[src/rtl/mdu_ctrl_pkg.sv]
// Shared encodings for the multiply/divide unit: op codes, FSM states
// and the width of the {hi_we, lo_we, hi, lo} forwarding bus.
package mdu_ctrl_pkg;

    localparam int MDU_BUS_WD = 66;

    localparam logic [2:0] MDU_OP_MULT  = 3'b000;
    localparam logic [2:0] MDU_OP_MULTU = 3'b001;
    localparam logic [2:0] MDU_OP_DIV   = 3'b010;
    localparam logic [2:0] MDU_OP_DIVU  = 3'b011;
    localparam logic [2:0] MDU_OP_MTHI  = 3'b100;
    localparam logic [2:0] MDU_OP_MTLO  = 3'b101;

    typedef enum logic [1:0] {
        ST_IDLE,
        ST_MUL_RUN,
        ST_DIV_RUN,
        ST_DONE
    } mdu_state_e;

endpackage

[src/rtl/mdu_div_core.sv]
// Iterative restoring divider on unsigned magnitudes, one quotient bit
// per step; done pulses on the step that produces the last bit.
// Ports: clk, rst (async high), clr (abort), load, step,
//        dividend/divisor in, done, quotient/remainder out.
module mdu_div_core #(
    parameter int DW    = 32,
    parameter int CNT_W = 6
) (
    input  logic          clk,
    input  logic          rst,
    input  logic          clr,
    input  logic          load,
    input  logic          step,
    input  logic [DW-1:0] dividend,
    input  logic [DW-1:0] divisor,
    output logic          done,
    output logic [DW-1:0] quotient,
    output logic [DW-1:0] remainder
);

    // acc = {remainder, dividend bits still to shift in / quotient bits}
    logic [2*DW-1:0] acc;
    logic [DW-1:0]   dvsr;
    logic [CNT_W-1:0] cnt;
    logic [DW:0]     trial;
    logic [DW:0]     diff;

    // Partial remainder can reach 2*divisor-1, so the trial needs DW+1 bits.
    assign trial = acc[2*DW-1:DW-1];
    assign diff  = trial - {1'b0, dvsr};

    assign done      = step && (cnt == CNT_W'(DW - 1));
    assign quotient  = acc[DW-1:0];
    assign remainder = acc[2*DW-1:DW];

    always_ff @(posedge clk or posedge rst) begin
        if (rst) begin
            acc  <= '0;
            dvsr <= '0;
            cnt  <= '0;
        end else if (clr) begin
            cnt <= '0;
        end else if (load) begin
            acc  <= {{DW{1'b0}}, dividend};
            dvsr <= divisor;
            cnt  <= '0;
        end else if (step) begin
            if (!diff[DW]) begin
                acc <= {diff[DW-1:0], acc[DW-2:0], 1'b1};
            end else begin
                acc <= {acc[2*DW-2:0], 1'b0};
            end
            cnt <= cnt + 1'b1;
        end
    end

endmodule

[src/rtl/mdu_ctrl.sv]
// Multi-cycle MULT/MULTU/DIV/DIVU/MTHI/MTLO sequencer for the EX stage.
// Ports: clk, rst (async high), flush, start, op, src_a, src_b in;
//        stallreq, busy, hi_we, lo_we, hi_o, lo_o out.
// Build option MDU_FAST_MUL_EN: single-cycle combinational multiply.
module mdu_ctrl
    import mdu_ctrl_pkg::*;
#(
    parameter int DW    = 32,
    parameter int CNT_W = 6
) (
    input  logic          clk,
    input  logic          rst,
    input  logic          flush,
    input  logic          start,
    input  logic [2:0]    op,
    input  logic [DW-1:0] src_a,
    input  logic [DW-1:0] src_b,
    output logic          stallreq,
    output logic          busy,
    output logic          hi_we,
    output logic          lo_we,
    output logic [DW-1:0] hi_o,
    output logic [DW-1:0] lo_o
);

    mdu_state_e state, nxt;

    logic          mul_op, div_op, sgn, dz, launch;
    logic [DW-1:0] mag_a, mag_b;

    logic [2*DW-1:0] prod, prod_fix;
    logic            neg_q, neg_r, res_div;

    logic          div_load, div_step, div_done;
    logic [DW-1:0] quo, rem, q_fix, r_fix;
    logic [DW-1:0] res_hi, res_lo;

`ifndef MDU_FAST_MUL_EN
    logic [2*DW-1:0]  mcand;
    logic [DW-1:0]    mplier;
    logic [CNT_W-1:0] cnt;
`endif

    assign mul_op = (op == MDU_OP_MULT) || (op == MDU_OP_MULTU);
    assign div_op = (op == MDU_OP_DIV) || (op == MDU_OP_DIVU);
    // MULT and DIV are the even codes of each pair
    assign sgn    = ~op[0];
    assign dz     = (src_b == '0);
    assign launch = (state == ST_IDLE) && start && !flush;

    assign mag_a = (sgn && src_a[DW-1]) ? -src_a : src_a;
    assign mag_b = (sgn && src_b[DW-1]) ? -src_b : src_b;

    assign div_load = launch && div_op && !dz;
    assign div_step = (state == ST_DIV_RUN) && !flush;

    mdu_div_core #(
        .DW    (DW),
        .CNT_W (CNT_W)
    ) u_div (
        .clk       (clk),
        .rst       (rst),
        .clr       (flush),
        .load      (div_load),
        .step      (div_step),
        .dividend  (mag_a),
        .divisor   (mag_b),
        .done      (div_done),
        .quotient  (quo),
        .remainder (rem)
    );

    assign prod_fix = neg_q ? -prod : prod;
    assign q_fix    = neg_q ? -quo : quo;
    assign r_fix    = neg_r ? -rem : rem;
    assign res_hi   = res_div ? r_fix : prod_fix[2*DW-1:DW];
    assign res_lo   = res_div ? q_fix : prod_fix[DW-1:0];

    assign busy = (state != ST_IDLE);

    always_ff @(posedge clk or posedge rst) begin
        if (rst) begin
            state <= ST_IDLE;
        end else begin
            state <= nxt;
        end
    end

    always_comb begin
        nxt      = state;
        stallreq = 1'b0;
        hi_we    = 1'b0;
        lo_we    = 1'b0;
        hi_o     = '0;
        lo_o     = '0;
        unique case (state)
            ST_IDLE: begin
                if (start) begin
                    unique case (1'b1)
                        (op == MDU_OP_MTHI): begin
                            hi_we = 1'b1;
                            hi_o  = src_a;
                        end
                        (op == MDU_OP_MTLO): begin
                            lo_we = 1'b1;
                            lo_o  = src_a;
                        end
                        mul_op: begin
                            stallreq = 1'b1;
`ifdef MDU_FAST_MUL_EN
                            nxt = ST_DONE;
`else
                            nxt = ST_MUL_RUN;
`endif
                        end
                        div_op: begin
                            stallreq = 1'b1;
                            nxt = dz ? ST_DONE : ST_DIV_RUN;
                        end
                        default: ;
                    endcase
                end
            end
            ST_MUL_RUN: begin
                stallreq = 1'b1;
`ifdef MDU_FAST_MUL_EN
                nxt = ST_DONE;
`else
                if (cnt == CNT_W'(DW - 1)) begin
                    nxt = ST_DONE;
                end
`endif
            end
            ST_DIV_RUN: begin
                stallreq = 1'b1;
                if (div_done) begin
                    nxt = ST_DONE;
                end
            end
            ST_DONE: begin
                hi_we = 1'b1;
                lo_we = 1'b1;
                hi_o  = res_hi;
                lo_o  = res_lo;
                nxt   = ST_IDLE;
            end
            default: nxt = ST_IDLE;
        endcase
        if (flush || rst) begin
            nxt      = ST_IDLE;
            stallreq = 1'b0;
            hi_we    = 1'b0;
            lo_we    = 1'b0;
            hi_o     = '0;
            lo_o     = '0;
        end
    end

    always_ff @(posedge clk or posedge rst) begin
        if (rst) begin
            prod    <= '0;
            neg_q   <= 1'b0;
            neg_r   <= 1'b0;
            res_div <= 1'b0;
`ifndef MDU_FAST_MUL_EN
            mcand   <= '0;
            mplier  <= '0;
            cnt     <= '0;
`endif
        end else if (launch && mul_op) begin
            neg_q   <= sgn && (src_a[DW-1] ^ src_b[DW-1]);
            neg_r   <= 1'b0;
            res_div <= 1'b0;
`ifdef MDU_FAST_MUL_EN
            prod    <= {{DW{1'b0}}, mag_a} * {{DW{1'b0}}, mag_b};
`else
            prod    <= '0;
            mcand   <= {{DW{1'b0}}, mag_a};
            mplier  <= mag_b;
            cnt     <= '0;
`endif
        end else if (launch && div_op) begin
            if (dz) begin
                // Divide-by-zero result is staged in the product path
                prod    <= {src_a, {DW{1'b1}}};
                neg_q   <= 1'b0;
                neg_r   <= 1'b0;
                res_div <= 1'b0;
            end else begin
                neg_q   <= sgn && (src_a[DW-1] ^ src_b[DW-1]);
                neg_r   <= sgn && src_a[DW-1];
                res_div <= 1'b1;
            end
`ifndef MDU_FAST_MUL_EN
        end else if (flush) begin
            cnt <= '0;
        end else if (state == ST_MUL_RUN) begin
            if (mplier[0]) begin
                prod <= prod + mcand;
            end
            mcand  <= {mcand[2*DW-2:0], 1'b0};
            mplier <= {1'b0, mplier[DW-1:1]};
            cnt    <= cnt + 1'b1;
`endif
        end
    end

endmodule

[config.mk]
export PLATFORM = sky130hd
export DESIGN_NAME = mdu_ctrl
export DESIGN_NICKNAME = d
export VERILOG_FILES = /design/src/rtl/mdu_ctrl_pkg.sv /design/src/rtl/mdu_div_core.sv /design/src/rtl/mdu_ctrl.sv
export SDC_FILE = /design/constraint.sdc
export NUM_CORES = 1
export LEC_CHECK = 0
export ABC_AREA = 1
export CAP_MARGIN = 0
export CORE_MARGIN = 8
export CORE_UTILIZATION = 50
export DETAILED_ROUTE_END_ITERATION = 6
export GPL_TIMING_DRIVEN = 0
export PLACE_DENSITY = 0.65
export SLEW_MARGIN = 20
export SYNTH_ARGS = -nofsm -noshare
export SYNTH_HDL_FRONTEND = slang
export SYNTH_SLANG_ARGS = --single-unit
[constraint.sdc]
create_clock -name clk -period 15.85 [get_ports clk]
set_clock_uncertainty 0.1 [all_clocks]
set_input_delay 3.17 -clock clk [delete_from_list [all_inputs] [get_ports clk]]
set_output_delay 3.17 -clock clk [all_outputs]
set_load 0.005 [all_outputs]
Yosys cells after proc, flatten, opt, wreduce, memory -nomap -nowiden
Index checks and enable logic that the tools add are counted.
{ "word_totals": {"inputBits": 71, "reg_bits": 273, "out_inout_bits": 68} }
{ "classes": {"add_sub_neg": 9, "muxes": 67, "eq_ne": 18, "bitwise_logic": 3, "reduce_logical": 34} }
{ "op_table": {"columns": ["cell", "n"], "rows": [
  ["2-to-1 mux 64 bit", 14],
  ["2-to-1 mux 32 bit", 16],
  ["negator 32 bit", 4],
  ["one-hot mux 32 bit (2 select lines)", 2],
  ["adder 64 bit", 1],
  ["negator 64 bit", 1],
  ["2-to-1 mux 6 bit", 7],
  ["subtractor 33 x 32 -> 33 bit", 1],
  ["zero test 32 bit", 1],
  ["2-to-1 mux 1 bit", 19],
  ["adder 6 x 1 -> 6 bit, second input constant", 2],
  ["equality test 6 x 5 -> 1 bit, second input constant", 2],
  ["nonzero test 3 bit", 4],
  ["logical AND 1 bit", 10],
  ["inequality test 3 x 2 -> 1 bit, second input constant", 3],
  ["2-to-1 mux 2 bit", 4],
  ["one-hot mux 2 bit (4 select lines)", 1],
  ["AND reduction 4 bit", 2],
  ["nonzero test 2 bit", 4],
  ["equality test 3 x 2 -> 1 bit, second input constant", 2],
  ["equality test 3 bit, second input constant", 2],
  ["one-hot mux 1 bit (2 select lines)", 3],
  ["AND reduction 2 bit", 3],
  ["equality test 2 bit, second input constant", 2],
  ["15 further kinds", 21]
]} }

Depth between registers and ports, before layout
Gate-level depths: netlist of the first run.
{ "logic_depth": {"word_depth": 7, "ltp_mapped": 18, "ltp_nobuf": 17} }

By module
Synthesis of the first run repeated with hierarchy kept, for this count alone.
{ "hier_totals": {"cells_unflattened": 4872, "area_unflattened_um2": 27850.5} }
{ "modules_own_cells": {"columns": ["module", "instances", "cells_each", "seq_area_each_um2", "area_each_um2"], "rows": [
  ["mdu_ctrl", 1, 3740, 4279.1, 20551.0],
  ["mdu_div_core", 1, 1132, 2552.4, 7299.5]
]} }

Worst setup path after synthesis of the first run
No wires, ideal clock.
{ "synth_path": {"path_type": "input-to-output", "startpoint": "input op[1]", "endpoint": "output hi_o[22]", "required_time_ns": 12.580, "arrival_time_ns": 4.268, "path_stages": 6, "path_slack_ns": 8.312, "path_cell_list": "inv_1 > nand3_1 > nor3_1 > clkbuf_1 > nand2_1 > a21oi_1"} }
{ "synth_via": {"elab_chain_len": 5} }
{ "synth_lines": {"columns": ["item", "line_no", "text"], "rows": [
  ["from (decl)", "mdu_ctrl.sv:15", "input logic [2:0] op,"],
  ["equality test 3 bit", "mdu_ctrl.sv:100", "(op == MDU_OP_MTHI): begin"],
  ["2-to-1 mux 32 bit", "mdu_ctrl.sv:99", "unique case (1'b1)"],
  ["2-to-1 mux 32 bit", "mdu_ctrl.sv:98", "if (start) begin"],
  ["one-hot mux 32 bit (2 select lines)", "mdu_ctrl.sv:96", "unique case (state)"],
  ["2-to-1 mux 32 bit", "mdu_ctrl.sv:149", "if (flush || rst) begin"],
  ["to (decl)", "mdu_ctrl.sv:22", "output logic [DW-1:0] hi_o,"]
]} }
No other way between the ends.

Final worst setup path of the first run
{ "layout_path": {"startpoint": "input op[0]", "endpoint": "output hi_o[4]"} }
Same word-level chain as after synthesis.

==> results of run 1 <==
[power by group through the flow]
stage                     clock [mW]  sequential, mW  combinational, mW
after floorplan                    0            1.08               1.86
after global placement             0            1.23               2.68
after detailed placement           0            1.23               2.70
after CTS                      0.864            1.22               2.72
after global routing           0.890            1.25               3.09
final                          0.867            1.24               2.81
[placed cells by master, fill, tap and decap left out, types with 3 or more instances in the layout]
cell type                         netlist  routed
sky130_fd_sc_hd__a21boi_0              24      24
sky130_fd_sc_hd__a21o_1                 3       3
sky130_fd_sc_hd__a21oi_1              310     310
sky130_fd_sc_hd__a22oi_1                9       9
sky130_fd_sc_hd__a31oi_1               19      19
sky130_fd_sc_hd__buf_1                 18      17
sky130_fd_sc_hd__buf_2                 44      45
sky130_fd_sc_hd__buf_4                  2       4
sky130_fd_sc_hd__buf_6                  2       3
sky130_fd_sc_hd__bufinv_16              0       4
sky130_fd_sc_hd__clkbuf_1              87      94
sky130_fd_sc_hd__clkbuf_16              0      36
sky130_fd_sc_hd__clkbuf_8               0       5
sky130_fd_sc_hd__clkdlybuf4s50_1        0     136
sky130_fd_sc_hd__clkinv_2               0       4
sky130_fd_sc_hd__dfrtp_1              273     273
sky130_fd_sc_hd__ha_1                 106     106
sky130_fd_sc_hd__inv_1                671     670
sky130_fd_sc_hd__inv_2                  4       4
sky130_fd_sc_hd__nand2_1             1611    1611
sky130_fd_sc_hd__nand3_1              460     460
sky130_fd_sc_hd__nand3b_1              20      20
sky130_fd_sc_hd__nand4_1               48      48
sky130_fd_sc_hd__nor2_1               551     551
sky130_fd_sc_hd__nor2_2                 4       4
sky130_fd_sc_hd__nor3_1                54      52
sky130_fd_sc_hd__nor4_1                 5       5
sky130_fd_sc_hd__o211ai_1              24      24
sky130_fd_sc_hd__o21a_1                 6       6
sky130_fd_sc_hd__o21ai_0              253     253
sky130_fd_sc_hd__o21ai_1                6       6
sky130_fd_sc_hd__o21bai_1               9       9
sky130_fd_sc_hd__o221ai_1              24      24
sky130_fd_sc_hd__o22ai_1                4       4
sky130_fd_sc_hd__o31ai_1                3       3
sky130_fd_sc_hd__or2_2                 15      15
sky130_fd_sc_hd__xnor2_1               18      18
sky130_fd_sc_hd__xor2_1                52      52
[metal layers]
| layer | vias to the layer above | track usage [%] |
|---|---|---|
| met1 | 15100 | 51.7 |
| met5 | - | 0 |
| met4 | 4 | 26.3 |
| met3 | 448 | 10.2 |
| met2 | 2018 | 59.3 |
| li1 | 15600 | - |
[logic make-up (layout without fill, tap and decap cells)]
logic type	after synthesis	after routing	share of synthesized area (%)
other	0	1	0
flip-flops	273	273	25.1
adder cells (fa/ha/maj)	108	108	5.02
AND/OR/NAND/NOR	2779	2779	41.9
XOR/XNOR	70	70	2.25
buffers and inverters	831	1034	11.7
AO/OA/AOI/OAI	698	698	14.0
[flip-flops by register name, indices dropped and copies added, names as in the netlist, 2 cells and up]
register	count
cnt	6
u_div.cnt	6
mplier	32
mcand	64
prod	64
u_div.dvsr	32
state	2
u_div.acc	64
[metrics by stage]
stage          std cells  hold slack (ns)  power, mW  cell area, um2  util (%)
2_1_floorplan       4759            0.344       2.94           27200         -
3_3_place_gp        5591            0.364       3.91           29500      54.7
3_5_place_dp        5596            0.370       3.94           29600      54.9
4_1_cts             5658            0.384       4.81           30800      57.1
5_1_grt             5658            0.414       5.22           30800      57.1
6_report            5659            0.385       4.92           30800      57.2
[worst reg2reg max path: stages, from the launching register on]
cell and delay, ns:
sky130_fd_sc_hd__dfrtp_1 0.40, sky130_fd_sc_hd__inv_1 0.10, sky130_fd_sc_hd__ha_1 0.26, sky130_fd_sc_hd__nand3_4 0.23, sky130_fd_sc_hd__nor2_4 0.22, sky130_fd_sc_hd__nand2_1 0.48
sky130_fd_sc_hd__nand2_1 0.63, sky130_fd_sc_hd__clkbuf_1 0.83, sky130_fd_sc_hd__o221ai_1 0.27
[cell type report]
cell class | count | area share (%)
Multi-Input combinational cell | 3655 | 55.9
Sequential cell | 273 | 22.2
Inverter | 677 | 8.29
Timing Repair Buffer | 141 | 4.69
Clock buffer | 48 | 3.24
Tap cell | 696 | 2.83
Buffer | 154 | 2.14
Clock inverter | 14 | 0.647
Antenna cell | 1 | 0.00814
[how the worst max path moves through the flow]
stage | depth (start not counted) | slack (ns) | from | to
2_1_floorplan | 1 | 5.06 | rst | cnt[0]
3_3_place_gp | 2 | 1.15 | rst | u_div.acc[15]
3_5_place_dp | 9 | 6.17 | rst | hi_o[2]
4_1_cts | 9 | 6.16 | rst | hi_o[2]
5_1_grt | 9 | 5.96 | op[0] | hi_o[2]
6_report | 9 | 5.92 | op[0] | hi_o[4]
==> results.txt, run 1 <==
- Count of mapped cells out of synthesis: 4759
- Combined flip-flop and latch cell area: 6830 um2
* Tmin final: 9.93 ns
- Measured along the x axis, the die boundary spans 249 um.
- Post-DP HPWL: 106 mm
- Worst-path maximum fanout: 10
- The first global-routing pass estimated 190 mm of wire.
- Core Area: 53800 um2
* FILL cells: 5651
- The number of antenna violations at the first check in global routing was 2.
- By instance count, the cell type seen most on the critical path is sky130_fd_sc_hd__clkdlybuf4s50_1.
* Count of max-cap constraint violations: 0
- Antenna violation net count after detailed routing: 0
* Switching share of power: 54.5%
* Kind of critical path: in -> out
* Flops & latches, synth: 273
- The signal on the critical path passes through clkdlybuf4s50_1, inv_1, nand3_1, nor3_2, buf_6, clkbuf_1, nand2_1, a21oi_1, clkdlybuf4s50_1.
* Hold Crit Start: mplier[27]
* Via count: 33100
- For the worst-skew pair, the clock arrives at the later sink with an insertion delay of 0.58 ns.
- In this run the mean area of a mapped cell was 5.72 um2.
- Pwr per Cell Area: 160 nW/um2
- TritonCTS built the clock tree.
- Net count after synthesis: 4938
- The run finished with clean final reports.
- GRT overflow: 0
- Data arrives at the worst endpoint at 6.66 ns.
- Cell class contributing the biggest share of worst-path delay: buffers and inverters
- Wire length on met3: 15.2 mm
* Count leader, synth: sky130_fd_sc_hd__nand2_1
- Counting flops with a built-in enable in the synthesized netlist gives 0.
- R2r worst-path depth: 8
- TritonCTS Sinks: 273
* Number of slew-limit violations in the final report: 0
- Wire segments on met2 add up to 53.5 mm in the final route.
- Syn Std Cell Area: 27200 um2
- Of the total power, registers draw 25.3%.
- The share of total power dissipated in the clock network is 17.6%.
* Leakage power of the design: 16.0 nW
- Cells with a size suffix above 1 make up 2.86% of the layout.
- Summed over all nets, the switching power comes to 2.68 mW.
- The largest individual stage delay along the critical path comes from the cell sky130_fd_sc_hd__clkdlybuf4s50_1.
- Sequential share of the synthesized area: 25.1%
- Cell internal pwr: 2.24 mW
- Average routed wire per standard cell: 23.1 um
- During placement, the flow inserted port buffers numbering 136.
- Global Route Usage Sum: 40.2%
* Worst-case clock buffer depth: 3
* Total clock buffers created by CTS: 36
- Maximum number of pins on one net before global-route repair: 101
- After detailed routing, the number of vias per cell comes to 5.85.
- By area the synthesized netlist is led by sky130_fd_sc_hd__dfrtp_1 (25%), sky130_fd_sc_hd__nand2_1 (22%), sky130_fd_sc_hd__inv_1 (9.3%), sky130_fd_sc_hd__nand3_1 (8.5%), sky130_fd_sc_hd__nor2_1 (7.6%).
- Die Height: 249 um
- Maximum resistive drop on vdd: 0.0000945 V
- CTS clk-pin slew, worst paths: 0.06 ns
- In the post-route analysis, the smallest setup slack over all paths is 5.92 ns.
- Bufs and invs on worst path: 5
- Post-synth top area cell: sky130_fd_sc_hd__dfrtp_1
* Total wire length after detailed routing: 130 mm
- After synthesis, the most frequently instantiated cells are sky130_fd_sc_hd__nand2_1 (1611), sky130_fd_sc_hd__inv_1 (671), sky130_fd_sc_hd__nor2_1 (551).
- The floorplan step defined a die boundary enclosing 62200 um2.
- Endpoint required time on the critical path: 12.58 ns
- Last weighted congestion value of the routability-driven placer: 1.10
* Maximum single-stage delay on the critical path: 0.75 ns
- CTS Root Buffer Type: sky130_fd_sc_hd__clkbuf_16
- DR top layer: met5
* Multi-input gate area: 17200 um2
* Number of DRC violations after detailed-routing iteration 0: 4083
- FF-to-FF Start: state[0]
- The clock tree synthesis step divided the H-tree into 2 levels.
- Setup repair after global routing missed its margin: no
- Library cells used by synthesis: 47
* Number of warnings reported in the yosys synthesis log: 0
- Nature of the critical path endpoint: primary output
- In this run, post-CTS hold repair placed 0 buffers.
- In this run the count of I/O pins placed on the die edge is 139.
- Along the worst hold path, the cell count comes to 2.
- For this run, the detailed router's first-pass iteration total came to 7.
- After floorplanning, the core was divided into 85 placement rows.
* Type of the tightest min-delay check: reg -> reg
* Final setup viols: 0
* Reg2reg setup slack: 12.14 ns
- For this run, design rule violations remaining after detail routing come to 0.
- Effective utilization at floorplan: 50.6%
* Portion of total power attributed to combinational logic: 57.1%
* Sink of the worst hold path: mplier[27]
- After clock tree synthesis, the repair step resized 0 gates.
- The final hold violation count was 0.
- Post-CTS timing repair inserted 0 buffers for setup.
- Highest achievable clock rate: 101 MHz
- The number of global-route vias before repair came to 29900.
- The worst register-to-register path ends at u_div.acc[21].
- The most used flip-flop cell after synthesis is sky130_fd_sc_hd__dfrtp_1.
- The final layout contains 5117 nets.
* Worst Tran Pin Value: 1.08 ns
- For this run, asynchronously set or reset flops after synthesis account for 100%.
* Total routed wire length on the met1 layer: 51.5 mm
- Growth of design area from synthesis to finish: 13.0%
- Period utilisation layout: 62.6%
- Portion of synthesized cell area occupied by the leading cell type: 25.1%
- Startpoint types: primary input
- Timing analysis after detailed placement gives a worst setup slack of 6.17 ns.
* Setup TNS: 0 ns
- Headroom to the max-slew limit: 28.3%
(Power assumes the default switching activity.)
==> run 2, diff against run 1 <==
PLACE_DENSITY = 0.68   (was 0.65)
clock period = 8.4 ns   (was 15.85 ns; I/O delays follow)
==> run 2 against run 1 <==
  * The flow now finishes with violations (DRC)
  * Count of clock-buffer cells in the layout shrank 2
  * Register-to-register slack got worse by 7.2 ns
  * Setup slack worse by 4.1 ns
  * Cell count up 0.14%
  * Global-route usage fell by 0.16 points
  * Combinational power grew 90%
  * Clock power up 80%
  * Sequential cell count is the same
  * First-iteration DRC count increased by 11%
  * Largest cell class unchanged
  * Largest power group unchanged
==> results.txt, run 2 (synthesized netlist as in run 1, its figures left out) <==
* Die Height: 249 um (unchanged)
- The cell internal power dissipation is 4.17 mW (+86%).
- CTS tree: done
- The largest buffer count on any clock path is 3 (unchanged).
- Data arrival time of the critical path: 4.79 ns (-1.87 ns)
* Count of endpoints failing hold in the final timing report: 0 (unchanged)
- The library cell used most frequently in the layout, excluding fill and tap cells, is sky130_fd_sc_hd__nand2_1.
* Area of the die: 62200 um2 (unchanged)
- Cell repeated most along the worst path: sky130_fd_sc_hd__clkbuf_1
- Number of buffers inserted by post-CTS setup repair: 0 (unchanged)
- Via count: 33500 (+1.3%)
- The count of placed standard cells in the final layout, fillers left out came to 5667 (+0.14%).
- Number of iterations in the first detailed-routing pass: 7 (unchanged)
* Headroom to the max-slew limit: 21.8% (-6.5 points)
* Slowest-stage cell, CP: sky130_fd_sc_hd__clkbuf_1
* Reg2reg setup slack: 4.96 ns (-7.18 ns)
- The relative contribution of sequential cells to total power came to 25.4% (about the same).
- Capture point of the worst path: hi_o[21]
- Antenna violation net count after detailed routing: 0 (unchanged)
- The initial standard-cell utilization of the core is 50.6% (unchanged).
- Last weighted congestion value of the routability-driven placer: 1.09 (-1.4%)
- The worst hold slack after final layout was 0.383 ns (-0.00209 ns).
* CTS H-Tree Depth: 2 (unchanged)
* Number of cells upsized or downsized after cts: 0 (unchanged)
- Timing would allow up to 152 MHz.
- Setup TNS: 0 ns (unchanged)
- The post-DP HPWL is 108 mm (+1.4%).
- The placed instance count came to 5602 (+0.11%).
* Count of unresolved DRC violations after routing: 1 (+1)
* Pwr per Cell Area: 299 nW/um2 (+87%)
* Type of the tightest min-delay check: reg -> reg
* Routed via count divided by cell count: 5.92 (+1.2%)
* Portion of total power attributed to combinational logic: 57.8% (+0.7 points)
- The first-iteration detailed-routing DRC count was 4540 (+11%).
* Kind of critical path: reg -> out
- The overall overflow remaining after global route came to 0 (unchanged).
- Average routed wire per standard cell: 23.0 um (-0.21%)
* Quantity of hold-fixing buffers added after cts: 0 (unchanged)
- The worst reg2reg path depth came to 8 (unchanged).
* FF-to-FF Start: state[0]
- The run finished, with violations left.
- Failing checks: DRC
* Maximum number of pins on one net before global-route repair: 35 (-65%)
* Largest registers: mcand x64, prod x64, u_div.acc x64
- Setup slack after layout: 1.83 ns (-4.09 ns)
* Period utilisation layout: 78.2%
- The post-place setup slack was 2.02 ns (-4.15 ns).
- The actual transition at the worst max-transition pin came to 1.17 ns (+0.0971 ns).
* Cell count along the critical path: 9 (unchanged)
- The clock-pin slew reported for the worst setup and hold paths after clock tree synthesis came to 0.06 ns (about the same).
- Reg-to-Reg End: mcand[22]
* Number of slew-limit violations in the final report: 0 (unchanged)
- The number of antenna violations at the first check in global routing is 2 (unchanged).
- Ordered cell list for the critical path: clkbuf_1, buf_2, clkbuf_1, clkbuf_1, o21ai_0, nand2_1, nand2_1, a21oi_1, clkdlybuf4s50_1
- Net count reported at finish: 5122 (+0.098%)
* Count of max-cap constraint violations: 0 (unchanged)
* Endpoint required time on the critical path: 6.62 ns (-5.96 ns)
* Total clock buffers created by CTS: 35 (-2.8%)
* Cell class contributing the biggest share of worst-path delay: buffers and inverters
- The boundary pin count came to 139 (unchanged).
- Maximum single-stage delay on the critical path: 0.90 ns (+0.15 ns)
- Counting I/O delays and the setup requirement, the final critical path takes 6.57 ns.
- Switching share of power: 54.7% (+0.26 points)
- The top cell types in the final layout, fill and taps aside, are sky130_fd_sc_hd__nand2_1 (1611), sky130_fd_sc_hd__inv_1 (670), sky130_fd_sc_hd__nor2_1 (551).
- TritonCTS Sinks: 273 (unchanged)
- The power spent charging and discharging nets is 5.05 mW (+88%).
- Core Area: 53800 um2 (unchanged)
- Setup repair after global routing left no endpoint under its margin.
- The share of layout cells above drive strength 1 was 3.04% (+0.18 points).
* Worst-path maximum fanout: 10 (unchanged)
* Number of global-route vias before repair: 30100 (+0.75%)
- The count of input and output buffers was 136 (unchanged).
* Bufs and invs on worst path: 5 (unchanged)
* Critical path origin: neg_q
- The routed wire length was 130 mm (about the same).
* Nature of the critical path endpoint: primary output
- The fraction of power consumed by the clock network is 16.9% (-0.7 points).
- The die width was 249 um (unchanged).
- The worst IR drop on VDD was 0.000181 V (+92%).
* Final setup viols: 0 (unchanged)
* Standard-cell row count: 85 (unchanged)
* Leakage power of the design: 16.0 nW (+0.17%)
- The aggregate global-route resource usage came to 40.0% (-0.16 points).
- Compared with the post-synthesis result, the final layout area differs by 13.3%.
- Wire length of the first global-routing pass: 190 mm (about the same)
- Worst-Skew Late Latency: 0.57 ns (about the same)
- The worst setup path is launched from a register.
- CTS Root Buffer Type: sky130_fd_sc_hd__clkbuf_16
- FILL cells: 5559 (-1.6%)
[run 2: changes by cell type in the layout (fill, tap and decap cells not counted), sizes merged]
cell / delta
buf: +5
bufinv: -2
clkbuf: -1
clkinv: +2
clkinvlp: +4
diode: +1
inv: -1
[run 2: worst min path at each step]
stage / cells after the start / startpoint / to
3_3_place_gp: 2 / mplier[29] / mplier[29]
5_1_grt: 2 / mplier[6] / mplier[6]
6_report: 2 / mplier[19] / mplier[19]
3_5_place_dp: 2 / mplier[29] / mplier[29]
4_1_cts: 2 / mplier[29] / mplier[29]
2_1_floorplan: 2 / mplier[31] / mplier[31]
[run 2: layout make-up]
type / count / area (um2) / area share [%]
multi-input cells: 3655 / 17200 / 55.8
clock inverters: 17 / 171 / 0.556
clock buffers: 46 / 988 / 3.20
flip-flops and latches: 273 / 6830 / 22.1
plain buffers: 154 / 658 / 2.13
inverters: 677 / 2540 / 8.25
diodes: 2 / 5.00 / 0.0162
repair buffers: 147 / 1570 / 5.08
well taps: 696 / 871 / 2.82
[run 2: per-layer routing]
layer	up-vias	global-route usage (%)	share of wire, %
met2	2225	58.8	41
met1	15300	53.6	40
met3	434	7.34	11
met4	4	26.0	7.9
met5	-	0	0.022
li1	15600	-	-
[run 2: power groups by stage]
stage	sequential [mW]	combinational, mW	clock, mW
after floorplan	2.04	3.51	0
after global placement	2.31	5.06	0
after detailed placement	2.31	5.12	0
after CTS	2.29	5.15	1.55
after global routing	2.34	5.81	1.60
final	2.34	5.33	1.56
[run 2: per-stage QoR]
| step | util [%] | total power [mW] | instance area, um2 |
|---|---|---|---|
| final | 57.3 | 9.22 | 30800 |
| after global routing | 57.3 | 9.74 | 30800 |
| after CTS | 57.3 | 8.99 | 30800 |
| after detailed placement | 55.2 | 7.43 | 29700 |
| after global placement | 54.7 | 7.37 | 29500 |
| after floorplan | - | 5.55 | 27200 |
[run 2: tightest hold or removal path: stages (launching register included)]
cell	delay, ns
sky130_fd_sc_hd__dfrtp_1	0.34
sky130_fd_sc_hd__nand2_1	0.05
sky130_fd_sc_hd__nand2_1	0.06
